`src/rtl/ext_mem_host_if.sv`:
```
// ext_mem_host_if: command, load stream, dump stream and RAM port
// bundle between the bring-up host and one GPU BlockRam.
interface ext_mem_host_if #(
  parameter int ADDRESS_WIDTH = 16,
  parameter int WORD_WIDTH    = 32,
  parameter int COUNT_WIDTH   = 17
);
  logic                     cmd_valid;
  logic                     cmd_ready;
  logic                     cmd_dump;
  logic [ADDRESS_WIDTH-1:0] cmd_base;
  logic [COUNT_WIDTH-1:0]   cmd_count;

  logic                     in_valid;
  logic                     in_ready;
  logic [WORD_WIDTH-1:0]    in_data;

  logic                     out_valid;
  logic                     out_ready;
  logic [WORD_WIDTH-1:0]    out_data;
  logic                     out_last;

  logic                     busy;
  logic                     done;

  logic [ADDRESS_WIDTH-1:0] mem_address;
  logic                     mem_write;
  logic [WORD_WIDTH-1:0]    mem_write_data;
  logic [WORD_WIDTH-1:0]    mem_read_data;

  modport master (
    input  cmd_valid, cmd_dump, cmd_base, cmd_count,
    output cmd_ready,
    input  in_valid, in_data,
    output in_ready,
    output out_valid, out_data, out_last,
    input  out_ready,
    output busy, done,
    output mem_address, mem_write, mem_write_data,
    input  mem_read_data
  );

  modport slave (
    output cmd_valid, cmd_dump, cmd_base, cmd_count,
    input  cmd_ready,
    output in_valid, in_data,
    input  in_ready,
    input  out_valid, out_data, out_last,
    output out_ready,
    input  busy, done,
    input  mem_address, mem_write, mem_write_data,
    output mem_read_data
  );
endinterface

```
`src/rtl/ext_mem_host.sv`:
```
// ext_mem_host: loads a word stream into a BlockRam or dumps
// a range of it back out, through the RAM's external port.
module ext_mem_host #(
  parameter int ADDRESS_WIDTH = 16,
  parameter int WORD_WIDTH    = 32,
  parameter int COUNT_WIDTH   = 17
) (
  input  logic            clock,
  input  logic            reset_n,
  ext_mem_host_if.master  bus
);

  typedef enum logic [2:0] {
    IDLE,
    LOAD,
    DUMP_REQ,
    DUMP_RESP,
    DUMP_OUT
  } state_t;

  state_t                   state, state_nx;
  logic [ADDRESS_WIDTH-1:0] addr, addr_nx;
  logic [COUNT_WIDTH-1:0]   remaining, remaining_nx;
  logic [WORD_WIDTH-1:0]    out_data_q, out_data_nx;
  logic                     done_q, done_nx;
  logic                     last;

  assign last = (remaining == COUNT_WIDTH'(1));

  always_ff @(posedge clock or negedge reset_n) begin
    if (!reset_n) begin
      state      <= IDLE;
      addr       <= '0;
      remaining  <= '0;
      out_data_q <= '0;
      done_q     <= 1'b0;
    end else begin
      state      <= state_nx;
      addr       <= addr_nx;
      remaining  <= remaining_nx;
      out_data_q <= out_data_nx;
      done_q     <= done_nx;
    end
  end

  always_comb begin
    state_nx           = state;
    addr_nx            = addr;
    remaining_nx       = remaining;
    out_data_nx        = out_data_q;
    done_nx            = 1'b0;
    bus.cmd_ready      = 1'b0;
    bus.in_ready       = 1'b0;
    bus.out_valid      = 1'b0;
    bus.out_last       = 1'b0;
    bus.mem_write      = 1'b0;
    bus.mem_write_data = '0;
    unique case (state)
      IDLE: begin
        bus.cmd_ready = 1'b1;
        if (bus.cmd_valid) begin
          addr_nx      = bus.cmd_base;
          remaining_nx = bus.cmd_count;
          if (bus.cmd_count == '0)
            done_nx = 1'b1;
          else if (bus.cmd_dump)
            state_nx = DUMP_REQ;
          else
            state_nx = LOAD;
        end
      end
      LOAD: begin
        bus.in_ready       = 1'b1;
        bus.mem_write      = bus.in_valid;
        bus.mem_write_data = bus.in_data;
        if (bus.in_valid) begin
          addr_nx      = addr + ADDRESS_WIDTH'(1);
          remaining_nx = remaining - COUNT_WIDTH'(1);
          if (last) begin
            state_nx = IDLE;
            done_nx  = 1'b1;
          end
        end
      end
      DUMP_REQ: state_nx = DUMP_RESP;
      DUMP_RESP: begin
        // RAM output is registered: the word for addr is valid now
        out_data_nx = bus.mem_read_data;
        state_nx    = DUMP_OUT;
      end
      DUMP_OUT: begin
        bus.out_valid = 1'b1;
        bus.out_last  = last;
        if (bus.out_ready) begin
          addr_nx      = addr + ADDRESS_WIDTH'(1);
          remaining_nx = remaining - COUNT_WIDTH'(1);
          if (last) begin
            state_nx = IDLE;
            done_nx  = 1'b1;
          end else begin
            state_nx = DUMP_REQ;
          end
        end
      end
      default: state_nx = IDLE;
    endcase
  end

  assign bus.mem_address = addr;
  assign bus.out_data    = out_data_q;
  assign bus.busy        = (state != IDLE);
  assign bus.done        = done_q;

endmodule

```
`src/flat_wrapper.sv`:
```
// flat-port wrapper written by rule: the top's interface ports become plain ports
module ext_mem_host_flat 
#(
  parameter int ADDRESS_WIDTH = 16,
  parameter int WORD_WIDTH    = 32,
  parameter int COUNT_WIDTH   = 17
)
  (clock, reset_n, bus_cmd_valid, bus_cmd_dump, bus_cmd_base, bus_cmd_count, bus_cmd_ready, bus_in_valid, bus_in_data, bus_in_ready, bus_out_valid, bus_out_data, bus_out_last, bus_out_ready, bus_busy, bus_done, bus_mem_address, bus_mem_write, bus_mem_write_data, bus_mem_read_data);
  ext_mem_host_if #(.ADDRESS_WIDTH(ADDRESS_WIDTH), .WORD_WIDTH(WORD_WIDTH), .COUNT_WIDTH(COUNT_WIDTH)) bus_i ();
  input  logic clock;
  input  logic reset_n;
  input wire logic [$bits(bus_i.cmd_valid)-1:0] bus_cmd_valid;
  input wire logic [$bits(bus_i.cmd_dump)-1:0] bus_cmd_dump;
  input wire logic [$bits(bus_i.cmd_base)-1:0] bus_cmd_base;
  input wire logic [$bits(bus_i.cmd_count)-1:0] bus_cmd_count;
  output wire logic [$bits(bus_i.cmd_ready)-1:0] bus_cmd_ready;
  input wire logic [$bits(bus_i.in_valid)-1:0] bus_in_valid;
  input wire logic [$bits(bus_i.in_data)-1:0] bus_in_data;
  output wire logic [$bits(bus_i.in_ready)-1:0] bus_in_ready;
  output wire logic [$bits(bus_i.out_valid)-1:0] bus_out_valid;
  output wire logic [$bits(bus_i.out_data)-1:0] bus_out_data;
  output wire logic [$bits(bus_i.out_last)-1:0] bus_out_last;
  input wire logic [$bits(bus_i.out_ready)-1:0] bus_out_ready;
  output wire logic [$bits(bus_i.busy)-1:0] bus_busy;
  output wire logic [$bits(bus_i.done)-1:0] bus_done;
  output wire logic [$bits(bus_i.mem_address)-1:0] bus_mem_address;
  output wire logic [$bits(bus_i.mem_write)-1:0] bus_mem_write;
  output wire logic [$bits(bus_i.mem_write_data)-1:0] bus_mem_write_data;
  input wire logic [$bits(bus_i.mem_read_data)-1:0] bus_mem_read_data;
  assign bus_i.cmd_valid = bus_cmd_valid;
  assign bus_i.cmd_dump = bus_cmd_dump;
  assign bus_i.cmd_base = bus_cmd_base;
  assign bus_i.cmd_count = bus_cmd_count;
  assign bus_cmd_ready = bus_i.cmd_ready;
  assign bus_i.in_valid = bus_in_valid;
  assign bus_i.in_data = bus_in_data;
  assign bus_in_ready = bus_i.in_ready;
  assign bus_out_valid = bus_i.out_valid;
  assign bus_out_data = bus_i.out_data;
  assign bus_out_last = bus_i.out_last;
  assign bus_i.out_ready = bus_out_ready;
  assign bus_busy = bus_i.busy;
  assign bus_done = bus_i.done;
  assign bus_mem_address = bus_i.mem_address;
  assign bus_mem_write = bus_i.mem_write;
  assign bus_mem_write_data = bus_i.mem_write_data;
  assign bus_i.mem_read_data = bus_mem_read_data;
  ext_mem_host #(.ADDRESS_WIDTH(ADDRESS_WIDTH), .WORD_WIDTH(WORD_WIDTH), .COUNT_WIDTH(COUNT_WIDTH)) u_core (.clock(clock), .reset_n(reset_n), .bus(bus_i));
endmodule
```
`config.mk`:
```
export PLATFORM = sky130hd
export DESIGN_NAME = ext_mem_host_flat
export DESIGN_NICKNAME = d
export VERILOG_FILES = /design/src/rtl/ext_mem_host_if.sv /design/src/rtl/ext_mem_host.sv /design/src/flat_wrapper.sv
export SDC_FILE = /design/constraint.sdc
export NUM_CORES = 1
export LEC_CHECK = 0
export ABC_AREA = 1
export CAP_MARGIN = 20
export CORE_AREA = 4 4 123 125
export DETAILED_ROUTE_END_ITERATION = 10
export DIE_AREA = 0 0 127 129
export PLACE_DENSITY = 0.73
export SYNTH_ARGS = -nofsm -noshare
export SYNTH_HDL_FRONTEND = slang
export SYNTH_SLANG_ARGS = --single-unit
export TNS_END_PERCENT = 20
```
`constraint.sdc`:
```
create_clock -name clock -period 1.52 [get_ports clock]
set_clock_uncertainty 0.15 [all_clocks]
set_input_delay 0.304 -clock clock [delete_from_list [all_inputs] [get_ports clock]]
set_output_delay 0.304 -clock clock [all_outputs]
set_load 0.02 [all_outputs]
```
* After elaboration in Yosys (flattened, before gate mapping) *
Index checks and enable logic that the tools add are counted.

word-level totals
  word-level logic and storage cells = 51
  register bits = 69
  input port bits = 103
  output and inout bits = 87

cells by class
  equal/unequal tests = 10
  add/sub/neg operators = 2
  muxes and demuxes = 28
  reduce and logical (&&, ||, !) cells = 6

operators by type and width
  kind                                                   count
  two-way mux 17 bit                                     3
  one-hot mux 17 bit (3 select lines)                    1
  two-way mux 16 bit                                     3
  one-hot mux 16 bit (3 select lines)                    1
  two-way mux 32 bit                                     1
  == test 17 x 1 -> 1 bit, second input constant         1
  zero test 17 bit                                       1
  subtractor 17 x 1 -> 17 bit, second input constant     1
  adder 16 x 1 -> 16 bit, second input constant          1
  two-way mux 3 bit                                      5
  one-hot mux 3 bit (5 select lines)                     1
  two-way mux 1 bit                                      10
  inequality test 2 bit, second input constant           4
  == test 3 x 2 -> 1 bit, second input constant          2
  nonzero test 3 bit                                     2
  AND reduction 5 bit                                    1
  two-way mux 2 bit                                      2
  AND reduction 4 bit                                    1
  == test 3 x 1 -> 1 bit, second input constant          1
  == test 3 bit, second input constant                   1
  zero test 3 bit                                        1
  one-hot mux 1 bit (3 select lines)                     1
  inequality test 2 x 1 -> 1 bit, second input constant  1

* Logic depth before layout (Yosys ltp) *
Gate-level depths: netlist (run 1).

  depth after elaboration = 4
  mapped depth = 10
  depth with buffers taken out = 9

* Worst setup path before layout (run 1) *
No wires, ideal clock.

  path kind = reg2out
  start = register u_core.state[1]
  end = output port bus_mem_write_data[10]
  path buffers = 2
  arrival time = 1.224 ns
  setup slack = -0.158 ns
  cell stages (with the launch flop) = 6
  path through = dfrtp_1 buf_4 nor2_2 nand2_2 clkbuf_1 nor2_1

on the way
  longest elaborated chain between the ends = 2

ends and longest elaborated chain
  what                    line                RTL
  start, declared         ext_mem_host.sv:21  state_t state, state_nx;
  start signal, assigned  ext_mem_host.sv:38  state <= state_nx;
  == test 3 x 1 -> 1 bit  ext_mem_host.sv:58  unique case (state)
  two-way mux 32 bit      ext_mem_host.sv:58
  end, declared           flat_wrapper.sv:28  output wire logic [$bits(bus_i.mem_write_data)-1:0] bus_mem_write_data;

No other way between the ends.

* Final worst setup path (run 1) *
  start = register u_core.state[2]
  end = output port bus_mem_write_data[14]

The elaborated chain is that of the path after synthesis.

==> impl_metrics.json, run 1 <==
{
  "cts_tree": "built",
  "totalPowerFinal_mw": 16.0,
  "sequential_cell_area_um2": 1730,
  "crit_path_top_delay_cell": "dfrtp_1",
  "layout_setup_ws_ns": -0.404,
  "maxCapViolations": 0,
  "port_buffers": 189,
  "gpl.final_weighted_congestion": 0.857,
  "core_area_um2": 13900,
  "route.vias.total": 4708,
  "routed_len_inst_um": 13.6,
  "switching_power_as_a_share_of_total_power_pct": 44.0,
  "count_of_final_hold_check_violations": 0,
  "maxSlewViolCount": 0,
  "ys_types": 29,
  "regToRegStartpoint": "u_core.state[0]",
  "first_pass_grt_wire_length_mm": 22.2,
  "setup.worst_path.end_class": "primary output",
  "grt_overflow_total": 0,
  "p_int_mw": 8.98,
  "min-delay-start": "u_core.remaining[16]",
  "synth_edf_count": 0,
  "yosysWarningCount": 0,
  "detailed_place_hpwl_mm": 10.4,
  "timing.final.crit_period_ns": 1.92,
  "power-per-cell-area_nw_per_um2": 2060,
  "clockBufferDepth": 2,
  "slowest_delay_ns": 0.40,
  "i_o_pin_cnt": 190,
  "crit_fanout": 8,
  "htreeDepth": 3,
  "post_route_cells_drive_above_1_share_pct": 33.6,
  "peakVddDrop_uv": 897,
  "rsz_0062_raised_after_global_routing": "true",
  "timing.setup.tns_ns": -23.51,
  "yosysSeqAreaShare_pct": 41.4,
  "slew-limit-headroom_pct": 74.5,
  "power.combinational.fraction_pct": 65.1,
  "proportion_of_register_bits_with_asynchronous_set_or_reset_after_synthesis_pct": 100,
  "postRouteAntennaNets": 0,
  "track_usage_pct": 16.9,
  "cts.sink_count": 69,
  "drt_first_pass_iters": 4,
  "max_slew.worst_pin.slew_ns": 0.383,
  "area_delta_synth_final_pct": 86.1,
  "worstPathArrival_ns": 1.47,
  "synthesis.area_per_instance_um2": 7.15,
  "critical_path_origin": "u_core.state[2]",
  "crit_path_start_kind": "register",
  "drtIter0Drc": 215,
  "final_util_pct": 55.9,
  "net-switching-power_mw": 7.04,
  "worstPathRequired_ns": 1.07,
  "violations": "negative setup slack",
  "layout.filler_cells": 1265,
  "ys_ff_latch": 69,
  "die_w_um": 127,
  "cp_cell_sequence": "nor2_2 -> nand2_4 -> clkbuf_16 -> nor2_4 -> buf_6",
  "power.leakage_nw": 3.71,
  "grt_antenna_before_repair": 0,
  "num_rows": 43,
  "path_class": "register to primary output",
  "die_area_um2": 16400,
  "floorplan.initialDensity_pct": 30.0,
  "final.period_utilization_pct": 127,
  "post_dp_cell_area_um2": 7160,
  "clock_insertion_delay_worst_skew_ns": 0.33,
  "postSynth.topFlopCell": "dfrtp_1",
  "detail_route.wirelength_mm": 14.2,
  "drc": 0,
  "footprint_of_the_multi_input_gates_um2": 2490,
  "final_design_area_no_fill_um2": 7760,
  "worst_hold_path_type": "register to register",
  "cts.reportedPaths.clkPinSlew_ns": 0.06,
  "share_of_total_power_in_sequential_cells_pct": 21.2,
  "routed_via_density": 4.50,
  "clock.fmax_ghz": 0.520,
  "run_status": "finished, violations left",
  "grt_start_max_net_pins": 70,
  "first_global_vias": 4657,
  "tritoncts.num_buffers": 9,
  "die_y_um": 129,
  "clockPowerShare_pct": 13.7,
  "setup-violations-final": 106,
  "syn-cell-area_um2": 4170,
  "n_antenna_cell": 0,
  "syn_inst": 583,
  "finish.net_count": 967,
  "synth_fp_nets": 689,
  "clk_root_buffer_cell": "clkbuf_16"
}
power groups by stage:
stage	clock (mW)	sequential, mW	combinational [mW]
finish	2.19	3.40	10.4
detailed placement	0	3.39	10.1
floorplan	0	4.25	4.67
global route	2.35	3.53	11.4
global placement	0	3.35	9.95
CTS	2.26	3.37	10.1
what timing repair did:
action / in CTS / in global routing
hold buffers: 1 / 0
gates resized for setup: 341 / 57
buffers inserted: 4 / 3
pin swaps: 10 / 8
cloned: 0 / 2
endpoints found under the setup margin: 155 / 132
hold endpoints to repair: 69 / 0
layout by cell type (no fill, tap or decap), drive strengths merged, types with 4 or more instances in the layout:
cell type	synthesis	routed
nand2	165	165
buf	17	142
nor2	123	123
clkdlybuf4s50	0	101
inv	75	75
dfrtp	69	69
nand3	42	42
mux2	32	32
o21ai	24	24
dlygate4sd2	0	21
clkbuf	3	19
clkdlybuf4s15	0	14
nand4	8	8
xor2	4	4
a21oi	4	4
worst max-delay path, delay by kind of cell (launching register included):
kind	cells	cell delay, ns
buffers and inverters	2	0.33
DFF	1	0.40
and+or+nand+nor	3	0.40
cell type report:
| type | count | area share (%) |
|---|---|---|
| Clock buffer | 11 | 3.26 |
| Clock inverter | 5 | 0.758 |
| Tap cell | 180 | 2.90 |
| Timing Repair Buffer | 287 | 35.0 |
| Multi-Input combinational cell | 419 | 32.0 |
| Inverter | 75 | 3.69 |
| Sequential cell | 69 | 22.3 |
cell families (layout without fill, tap and decap cells):
kind of cell    count (synthesis)  count (layout)  synth area share, %
compound gates                 34              34                 4.50
simple gates                  344             344                 33.8
flops                          69              69                 41.4
xor+xnor                        6               6                 1.26
fa+ha+maj                       3               3                0.900
buf+inv                        95             378                 9.45
mux                            32              32                 8.64
worst paths after layout:
check	end	cells after the start	slack [ns]
hold reg to reg	u_core.remaining[16]	2	0.34
max in group asynchronous	u_core.bus.mem_address[0]	3	0.52
min in group asynchronous	u_core.bus.out_data[19]	3	0.38
setup / recovery	bus_mem_write_data[14]	5	-0.40
setup reg to reg	u_core.bus.mem_address[8]	10	-0.26
hold / removal	u_core.remaining[16]	2	0.34
synth_stat cells, types with 3 or more instances:
cell	number	area (um2)
nand2_1	162	608
nand3b_1	3	22.5
mux2_2	32	360
buf_4	4	30.0
nand3_1	42	210
nand4_1	8	50.1
a21oi_1	4	20.0
dfrtp_1	69	1730
xor2_1	4	35.0
buf_2	12	60.1
o21ai_0	23	115
inv_1	72	270
ha_1	3	37.5
nor2_1	120	450
inv_2	3	11.3
clkbuf_1	3	11.3
routing by layer:
layer | vias up | share of wire, % | track usage, % | wire (um)
met5 | - | 0 | 0 | 0
met2 | 159 | 50 | 29.2 | 7100
met1 | 2157 | 41 | 20.7 | 5880
met4 | 0 | 2.0 | 6.50 | 279
met3 | 22 | 6.8 | 3.49 | 968
li1 | 2370 | - | - | -
through the flow:
stage | instances | setup slack (ns) | hold slack, ns
2_1_floorplan | 583 | -0.0451 | -0.142
3_3_place_gp | 1020 | -0.632 | 0.219
3_5_place_dp | 1020 | -0.643 | 0.219
4_1_cts | 1041 | -0.400 | 0.338
5_1_grt | 1046 | -0.473 | 0.371
6_report | 1046 | -0.404 | 0.336
registers in the layout, indices dropped and copies added (netlist names):
signal,count
u_core.bus.out_data,32
u_core.remaining,17
u_core.state,3
u_core.bus.mem_address,16
u_core.bus.done,1
(Power assumes the default switching activity.)
==> run 2: changes to the inputs <==
--- a/config.mk
+++ b/config.mk
@@ -10,7 +10,7 @@
 export CORE_AREA = 4 4 123 125
 export DETAILED_ROUTE_END_ITERATION = 10
 export DIE_AREA = 0 0 127 129
-export PLACE_DENSITY = 0.73
+export PLACE_DENSITY = 0.64
 export SYNTH_ARGS = -nofsm -noshare
 export SYNTH_HDL_FRONTEND = slang
 export SYNTH_SLANG_ARGS = --single-unit
==> constraint.sdc (replaced) <==
create_clock -name clock -period 2.44 [get_ports clock]
set_clock_uncertainty 0.15 [all_clocks]
set_input_delay 0.488 -clock clock [delete_from_list [all_inputs] [get_ports clock]]
set_output_delay 0.488 -clock clock [all_outputs]
set_load 0.02 [all_outputs]
==> run 2 against run 1 <==
  * The run now ends clean
  * Utilization is 8.3 points lower
  * Final area decreased by 15%
  * Critical path depth is the same
  * Sequential share of layout area rose by 3.8 points
  * Worst setup slack better by 0.56 ns
  * Largest cell class is now multi-input gates
  * Critical endpoint is now bus_mem_write
  * Critical path type unchanged
==> impl_metrics.json, run 2 (synthesis results as in run 1) <==
{
  "worstPathRequired_ns": 1.80,
  "maxCapViolations": 0,
  "crit_fanout": 35,
  "first_pass_grt_wire_length_mm": 19.9,
  "cts.sink_count": 69,
  "first_global_vias": 4261,
  "totalPowerFinal_mw": 8.50,
  "htreeDepth": 3,
  "route.vias.total": 4288,
  "max_slew.worst_pin.slew_ns": 0.565,
  "path_class": "register to primary output",
  "i_o_pin_cnt": 190,
  "worst-path-buf-inv": 2,
  "count_of_final_hold_check_violations": 0,
  "cts_tree": "built",
  "flip_flop_count_of_the_largest_register_after_layout": 32,
  "slew-limit-headroom_pct": 62.3,
  "detailed_place_hpwl_mm": 9.36,
  "routed_via_density": 4.44,
  "setup-violations-final": 0,
  "final.period_utilization_pct": 93.7,
  "clk_root_buffer_cell": "clkbuf_16",
  "grt_start_max_net_pins": 41,
  "die_w_um": 127,
  "crit_path_start_kind": "register",
  "layout.filler_cells": 1417,
  "finish.net_count": 887,
  "worst_hold_path_type": "primary input to asynchronous set/reset pin",
  "slowest_delay_ns": 0.43,
  "layout_commonest_cell": "nand2_1",
  "drtIter0Drc": 239,
  "drt_first_pass_iters": 4,
  "run_status": "completed",
  "regToRegStartpoint": "u_core.remaining[1]",
  "crit_path_top_delay_cell": "dfrtp_1",
  "tritoncts.num_buffers": 9,
  "grt_overflow_total": 0,
  "die_y_um": 129,
  "clockBufferDepth": 2,
  "maxSlewViolCount": 0,
  "worst_path_dominant_cell_family": "buffers and inverters",
  "worstPathArrival_ns": 1.65,
  "mostFrequentLayoutCells": "nand2_1, clkdlybuf4s50_1, nor2_1",
  "n_antenna_cell": 0,
  "clock.fmax_ghz": 0.437,
  "power-per-cell-area_nw_per_um2": 1290,
  "critical_path_origin": "u_core.state[1]",
  "setup.worst_path.end_class": "primary output",
  "post_route_cells_drive_above_1_share_pct": 10.2,
  "peakVddDrop_uv": 574,
  "rsz_0062_raised_after_global_routing": "false",
  "cts.reportedPaths.clkPinSlew_ns": 0.06,
  "detail_route.wirelength_mm": 12.1,
  "timing.final.crit_period_ns": 2.29,
  "postRouteAntennaNets": 0,
  "drc": 0,
  "hold_bufs_inserted_after_cts": 0,
  "num_rows": 43,
  "grt_antenna_before_repair": 0,
  "cp_cell_sequence": "nor2_2 -> nand2_2 -> buf_12 -> nor2_1 -> dlygate4sd2_1",
  "core_area_um2": 13900,
  "power.leakage_nw": 3.24,
  "port_buffers": 189,
  "area_delta_synth_final_pct": 58.3,
  "clock_insertion_delay_worst_skew_ns": 0.34,
  "floorplan.initialDensity_pct": 30.0,
  "timing.setup.tns_ns": 0,
  "gpl.final_weighted_congestion": 0.836,
  "die_area_um2": 16400,
  "routed_len_inst_um": 12.5,
  "track_usage_pct": 15.0
}
-- run 2: changes by cell type in the layout (fill, tap and decap cells not counted), sizes merged, moves of 9 or more --
cell,delta
clkdlybuf4s15,-14
clkdlybuf4s50,+50
buf,-123
dlygate4sd2,+15
clkbuf,-9
-- run 2: worst register-to-register path, delay by kind of cell, from the launching register on --
kind	cells	cell delay, ns
AOI/OAI and AO/OA	1	0.16
adders and majority gates	1	0.17
buffers and inverters	3	0.28
DFF	1	0.35
and+or+nand+nor	5	0.72
-- run 2: repair_timing --
item,4_1_cts,5_1_grt
buffers inserted,0,0
gates resized for setup,37,2
gates cloned,0,0
endpoints found under the setup margin,37,1
endpoints found under the hold margin,0,0
-- run 2: routing by layer --
layer  part of all wire [%]  global-route usage (%)
met1                     42                    18.5
met2                     46                    24.5
met3                    9.8                    5.02
met4                    1.7                    5.55
met5                      0                       0
-- run 2: layout make-up --
| type | count | area, um2 | area share [%] |
|---|---|---|---|
| clock inverter | 7 | 97.6 | 1.48 |
| multi-input combinational | 419 | 2050 | 31.0 |
| timing repair buffer | 207 | 2000 | 30.2 |
| clock buffer | 9 | 225 | 3.41 |
| inverter | 75 | 282 | 4.26 |
| tap | 180 | 225 | 3.41 |
| sequential | 69 | 1730 | 26.2 |
-- run 2: path summary, 6_finish.rpt --
path	endpoint	slack, ns	cells after the start
max	bus_mem_write	0.15	5
min	u_core.bus.mem_address[6]	0.01	2
max reg2reg	u_core.remaining[12]	0.50	10
min reg2reg	u_core.remaining[16]	0.33	2
max in group asynchronous	u_core.state[0]	1.68	2
min in group clock	u_core.remaining[16]	0.33	2
-- run 2: per-stage QoR --
stage | std cells | util, % | setup WS (ns) | instance area (um2) | hold slack (ns)
after global routing | 966 | 47.6 | 0.0351 | 6600 | 0.0395
final | 966 | 47.6 | 0.154 | 6600 | 0.0120
after detailed placement | 950 | 45.6 | 0.0300 | 6330 | 0.318
after CTS | 966 | 47.6 | 0.0714 | 6610 | 0.0196
after floorplan | 583 | - | 0.578 | 4170 | 0.0424
after global placement | 950 | 45.6 | 0.0662 | 6330 | 0.315
-- run 2: power breakdown --
group	leakage [nW]	total, mW	switching, mW	internal [mW]
Sequential	0.825	2.20	0.460	1.74
Clock	0.152	1.41	0.515	0.897
Combinational	2.26	4.89	2.75	2.14
==> run 3: changes to the inputs <==
--- a/config.mk
+++ b/config.mk
@@ -6,7 +6,6 @@
 export NUM_CORES = 1
 export LEC_CHECK = 0
 export ABC_AREA = 1
-export CAP_MARGIN = 20
 export CORE_AREA = 4 4 123 125
 export DETAILED_ROUTE_END_ITERATION = 10
 export DIE_AREA = 0 0 127 129
@@ -14,4 +13,4 @@
 export SYNTH_ARGS = -nofsm -noshare
 export SYNTH_HDL_FRONTEND = slang
 export SYNTH_SLANG_ARGS = --single-unit
-export TNS_END_PERCENT = 20
+export TNS_END_PERCENT = 10
==> results of run 3 <==
The final DEF is identical to that of run 2; final timing and power are the same.
